===== src/rtl/scan_decoder.sv =====
// ---------------------------------------------------------------------------
// scan_decoder
//   Registered one-hot decoder. It decodes a manual select index, or it scans
//   automatically through indices 0..scan_last, advancing once every SCAN_DIV
//   clock cycles.
//
//   state  | meaning
//   -------+-------------------------------------------------------------
//   IDLE   | disabled or just reset; y inactive, idx=0, no pulses
//   MANUAL | y/idx follow sel with one cycle of latency
//   SCAN   | prescaler counts 0..SCAN_DIV-1; idx advances on terminal count
//
// Parameters
//   SEL_W      select width; y is 2**SEL_W bits wide
//   ACTIVE_LOW 1 inverts every bit of y
//   SCAN_DIV   clk cycles per scan step (1..65535)
//
// Ports
//   clk        clock; all state updates on the rising edge
//   rst_n      asynchronous active-low reset
//   en         enable; 0 forces IDLE on the next edge
//   mode       0 = manual decode of sel, 1 = auto scan
//   sel        manual select index
//   scan_last  highest index visited while scanning
//   y          registered one-hot decode
//   idx        index currently driven on y
//   step       one-cycle pulse when the scan index advances
//   wrap       one-cycle pulse when an advance lands on index 0
// ---------------------------------------------------------------------------
module scan_decoder #(
    parameter int SEL_W      = 4,
    parameter bit ACTIVE_LOW = 1'b0,
    parameter int SCAN_DIV   = 4
) (
    input  logic                  clk,
    input  logic                  rst_n,
    input  logic                  en,
    input  logic                  mode,
    input  logic [SEL_W-1:0]      sel,
    input  logic [SEL_W-1:0]      scan_last,
    output logic [2**SEL_W-1:0]   y,
    output logic [SEL_W-1:0]      idx,
    output logic                  step,
    output logic                  wrap
);

    localparam int              N          = 2**SEL_W;
    localparam logic [N-1:0]    Y_IDLE     = {N{ACTIVE_LOW}};
    localparam logic [15:0]     PRESC_LAST = 16'(SCAN_DIV - 1);

    typedef enum logic [1:0] {
        IDLE   = 2'd0,
        MANUAL = 2'd1,
        SCAN   = 2'd2
    } state_t;

    state_t           state;
    logic [15:0]      presc;
    logic [SEL_W-1:0] idx_adv;

    function automatic logic [N-1:0] decode(input logic [SEL_W-1:0] i);
        logic [N-1:0] oh;
        oh    = '0;
        oh[i] = 1'b1;
        return ACTIVE_LOW ? ~oh : oh;
    endfunction

    // Any idx at or above scan_last (including one left stranded when
    // scan_last is lowered mid-scan) wraps back to 0 on the next advance.
    always_comb begin
        idx_adv = '0;
        if (idx < scan_last)
            idx_adv = idx + 1'b1;
    end

    always_ff @(posedge clk or negedge rst_n) begin
        if (!rst_n) begin
            state <= IDLE;
            presc <= '0;
            idx   <= '0;
            y     <= Y_IDLE;
            step  <= 1'b0;
            wrap  <= 1'b0;
        end else if (!en) begin
            state <= IDLE;
            presc <= '0;
            idx   <= '0;
            y     <= Y_IDLE;
            step  <= 1'b0;
            wrap  <= 1'b0;
        end else if (!mode) begin
            state <= MANUAL;
            presc <= '0;
            idx   <= sel;
            y     <= decode(sel);
            step  <= 1'b0;
            wrap  <= 1'b0;
        end else if (state != SCAN) begin
            // Entering the scan always starts fresh at index 0.
            state <= SCAN;
            presc <= '0;
            idx   <= '0;
            y     <= decode('0);
            step  <= 1'b0;
            wrap  <= 1'b0;
        end else if (presc == PRESC_LAST) begin
            presc <= '0;
            idx   <= idx_adv;
            y     <= decode(idx_adv);
            step  <= 1'b1;
            wrap  <= (idx_adv == '0);
        end else begin
            presc <= presc + 16'd1;
            step  <= 1'b0;
            wrap  <= 1'b0;
        end
    end

endmodule


===== config.mk =====
export PLATFORM = sky130hd
export DESIGN_NAME = scan_decoder
export DESIGN_NICKNAME = d
export VERILOG_FILES = /design/src/rtl/scan_decoder.sv
export SDC_FILE = /design/constraint.sdc
export NUM_CORES = 1
export LEC_CHECK = 0
export CAP_MARGIN = 20
export CORE_MARGIN = 2
export CORE_UTILIZATION = 49
export CTS_CLUSTER_SIZE = 24
export DETAILED_ROUTE_END_ITERATION = 7
export GPL_ROUTABILITY_DRIVEN = 0
export PLACE_DENSITY = 0.76
export REMOVE_ABC_BUFFERS = 1
export SLEW_MARGIN = 25
export SYNTH_ARGS = -nofsm -noshare
export SYNTH_HDL_FRONTEND = slang
export SYNTH_SLANG_ARGS = --single-unit

===== constraint.sdc =====
create_clock -name clk -period 2.1 [get_ports clk]
set_clock_uncertainty 0.05 [all_clocks]
set_input_delay 0.63 -clock clk [delete_from_list [all_inputs] [get_ports clk]]
set_output_delay 0.63 -clock clk [all_outputs]
set_load 0.03 [all_outputs]

== Yosys cells after proc, flatten, opt, wreduce, memory -nomap -nowiden ==
Cells that the tools add are included.
Word-level totals
  register bits after elaboration: 40
  input bits: 12
Cells by class
  reduce and logical (&&, ||, !) cells: 3
  multiplexer cells: 28
  add/subtract/negate cells: 2
  equality and inequality tests: 4
  magnitude comparators: 5
Operators by type and width (number)
  16-bit 2-to-1 mux: 8
  4-bit 2-to-1 mux: 5
  16-bit by 1-bit adder with 16-bit output, second input constant: 1
  16-bit by 2-bit == test with 1-bit output, second input constant: 1
  4-bit by 5-bit less-than comparator with 1-bit output, second input constant: 2
  1-bit 2-to-1 mux: 10
  1-bit demux with 4-bit select: 2
  4-bit by 1-bit greater-or-equal comparator with 1-bit output, second input constant: 2
  2-bit 2-to-1 mux: 3
  4-bit by 1-bit adder with 4-bit output, second input constant: 1
  4-bit logical NOT: 1
  4-bit less-than comparator: 1
  4-bit by 2-bit inequality test with 1-bit output, second input constant: 1
  3-bit by 2-bit inequality test with 1-bit output, second input constant: 1
  1-bit logical AND: 2
  2-bit inequality test, second input constant: 1

== Longest topological paths before layout ==
  depth after elaboration: 10
  depth in mapped cells: 7
  depth with buffers taken out: 6

== Worst setup path after synthesis ==
No wires, ideal clock.
  path type: input -> register
  start point: in scan_last[3]
  end point: reg idx[1]
  stages on the path: 7
  buffers on the path: 1
  setup slack: -0.098 ns
  arrival time: 2.023 ns
  library setup time: 0.125 ns
  data required time: 1.925 ns
  cells stage by stage: inv_1 ha_1 o211ai_1 or2_2 clkbuf_1 a32o_1 mux2_2
On the way
  longest elaborated chain between the ends: 6
RTL lines
  from (decl): RTL line 40  | input logic [SEL_W-1:0] scan_last,
  4-bit less-than comparator: RTL line 72  | if (idx < scan_last)
  4-bit 2-to-1 mux: RTL line 72
  4-bit 2-to-1 mux: RTL line 106  | end else if (presc == PRESC_LAST) begin
  4-bit 2-to-1 mux: RTL line 98  | end else if (state != SCAN) begin
  4-bit 2-to-1 mux: RTL line 91  | end else if (!mode) begin
  4-bit 2-to-1 mux: RTL line 84  | end else if (!en) begin
  to (signal assigned): RTL line 94  | idx <= sel;
  to (signal assigned): RTL line 108  | idx <= idx_adv;
  to (decl): RTL line 42  | output logic [SEL_W-1:0] idx,
No other way between the ends. The select of a mux whose other input is x is not followed.
A chain may end at the register's enable or synchronous reset.

== Worst setup path in the final report ==
  start point: reg y[3]
  end point: out y[3]
RTL lines
  from (decl): RTL line 41  | output logic [2**SEL_W-1:0] y,
  from (signal assigned): RTL line 95  | y <= decode(sel);
  from (signal assigned): RTL line 103  | y <= decode('0);
  from (signal assigned): RTL line 109  | y <= decode(idx_adv);
No word-level cell between the ends.

==> run metrics <==
core area=between 4000 and 5000 µm²; switching part of the total=24.7%; CP max stage cell=clkdlybuf4s50_1; slew of the pin with the lowest slew margin=~0.5 ns; die area=between 5000 and 6000 µm²; CP peak stage delay=0.69 ns; initial antenna violation count=0; drt pass-1 iters=4; crit path time final=slightly above 2 ns; post-synthesis sequential area ratio=~44%; ys async rst share=between 90% and 100%; Power Total=about 1.8 mW; Switch Pwr=0.447 mW; largest net degree at the start of global routing=41; post-synth top area share=between 40% and 50%; Seq pwr share=a little over two fifths; Synth Instances=between 200 and 250; Post-DP Area=2900 µm²; synth top area cells=dfrtp_1 44%, nor2_1 4.6%, a221o_1 4.0%; crit start category=flip-flop; post-DP HPWL=about 4300 µm; H-tree levels=2; DRC Markers=0; CP required=roughly 1.4 ns; worst skew pair latency=about 0.30 ns; total of max-cap violations=0; reg2reg end=y[15]$_DFFE_PN0P_; sequential standard cell area=approximately 1000 µm²; gr ovfl total=0; final hold slack=roughly 0.32 ns; main flop type after synthesis=dfrtp_1; CTS tree=yes; Top delay family on crit path=buffers and inverters; status=complete, no violations; Initial Util=approximately 52%; CP max FO=2; # diodes=0; vias in the first global route=2,140; FILL cells=about 320; Multi-input gate area=1310 µm²; flops & latches, synth=40; Netlist Area Pre-Place=2280 µm²; CP cell instances=clkdlybuf4s50_1; final hold vios=0; Int Power=around 1.4 mW; Antenna Nets Post-Route=0; die height=72.2 µm; reg2reg start=presc[0]$_DFF_PN0_; Initial DRC Count=around 170; Clock Path Buffers=2; Max-Slew Margin vs Limit=around two thirds; routed wire length=between 6000 and 7000 µm; Pleak=about 1.4 nW; P&R area growth vs syn=38.1%; Crit path buffers/inverters=1; Yosys Warn Count=0; die extent in x=slightly above 70 µm; maximum clock rate=between 400 and 500 MHz; Hold Path Class=in -> async; WL per Instance=~17 µm; GRT Util Overall=25.1%; worst-case reg-to-reg path depth=6; root buffer cell=clkbuf_8; library cells used by synthesis=53; row cnt=24; unrepaired setup endpoints after global routing=yes; VDD IR max=between 0.0003 and 0.0004 V; # clock sinks=40; Clock transition at path regs=0.08 ns; post-route cell area=between 3000 and 4000 µm²; Final Setup Violations=0; clock power share=between 40% and 50%; combinational share of power=between 10% and 20%; TritonCTS buffer count=5; Worst Slack Setup Final=~0.043 ns; dpl ws=-0.663 ns; share of layout cells above drive strength 1=22.8%; element type at the critical path end=primary output; vias per cell=just over 6; IO Count=34; Crit Path Category=reg -> out; synthesized area per cell=9.66 µm²; Power Density=around 580 nW/µm²; Yosys top cell by area=dfrtp_1; crit path DAT=between 1 and 1.5 ns; input/output buffers=33; nets@finish=320; Final period util=a little over nine tenths; Post-synth EDFFs=0; fin. max-slew vios=0; vias after detailed routing=~2,200; first-pass GRT wire length=just over 10,000 µm; Worst R2R Setup Slack=roughly 0.070 ns
-- worst register-to-register path, stage by stage, from the launching register on --
cell	delay (ns)
dfrtp_1	0.37
ha_1	0.19
nor4b_2	0.30
nand4_4	0.25
and2_1	0.27
buf_12	0.14
a221o_1	0.34
-- routing by layer --
metal / GRT usage, % / wire [µm]
met1: 29.6 / 2500
met2: 42.5 / 3120
met3: 5.00 / 319
met4: 14.0 / 221
met5: 0 / 0
-- layout make-up --
type | count | area share [%]
multi-input cells | 178 | 41.6
clock inverters | 2 | 1.91
clock buffers | 5 | 2.19
inverters | 8 | 0.954
repair buffers | 70 | 19.5
flip-flops and latches | 40 | 31.8
well taps | 52 | 2.07
-- cell families after synthesis --
group | count (synthesis) | share of synthesized area, %
DFF | 40 | 43.9
adders and majority gates | 5 | 2.74
buffers and inverters | 18 | 3.13
xor gates and xnor gates | 11 | 4.23
muxes | 4 | 1.92
AOI/OAI and AO/OA | 55 | 17.9
and+or+nand+nor | 103 | 26.1
-- worst max-delay path by stage --
stage | startpoint | endpoint | slack [ns] | cells past startpoint
after global placement | scan_last[1] | y[7]$_DFFE_PN0P_ | -0.59 | 7
final | y[3]$_DFFE_PN0P_ | y[3] | 0.04 | 1
after CTS | idx[2]$_DFFE_PN0P_ | idx[2] | 0.005 | 1
after global routing | mode | y[8]$_DFFE_PN0P_ | -0.004 | 7
after detailed placement | scan_last[3] | idx[1]$_DFFE_PN0P_ | -0.66 | 8
after floorplan | presc[0]$_DFF_PN0_ | idx[1]$_DFFE_PN0P_ | -0.06 | 5
-- through the flow --
step	TNS [ns]	utilization [%]	std cells
3_3_place_gp	-13.29	65.8	346
6_report	0	71.3	355
5_1_grt	-0.00427	71.3	355
2_1_floorplan	-0.215	-	226
4_1_cts	0	70.3	355
3_5_place_dp	-14.59	65.8	346
-- what timing repair did --
action	4_1_cts	5_1_grt
pin swaps	8	4
setup buffers	2	0
setup endpoints to repair	24	34
resized for setup	18	9
hold buffers	0	0
-- cell usage in the layout, fill, tap and decap left out, drive strengths merged, types with 6 or more instances in the layout --
cell type | Yosys | layout
a21oi | 14 | 14
a221o | 9 | 9
buf | 3 | 38
clkdlybuf4s50 | 0 | 24
dfrtp | 40 | 40
dlygate4sd2 | 0 | 6
inv | 8 | 8
nand2 | 11 | 11
nand3 | 7 | 7
nor2 | 28 | 28
nor3 | 11 | 11
o21ai | 7 | 7
xor2 | 8 | 8
-- cell usage after synthesis (6+ instances only) --
master     n
o21ai_0    6
a221o_1    9
xor2_1     8
nand2_1   11
nand3_1    7
a21oi_1   14
nor2_1    28
clkbuf_1   7
nor3_1    11
inv_1      8
dfrtp_1   40
-- power by group through the flow --
stage	registers [mW]	clock network (mW)	logic [mW]
final	0.794	0.763	0.257
after global routing	0.795	0.787	0.279
after CTS	0.793	0.758	0.251
after detailed placement	0.808	0	0.237
after global placement	0.808	0	0.234
after floorplan	0.833	0	0.0827
-- registers in the layout, indices dropped and copies added, names as in the netlist --
register  flops
idx           4
presc        16
state         2
step          1
wrap          1
y            16
Note: power is estimated with default switching activity, not from simulation.
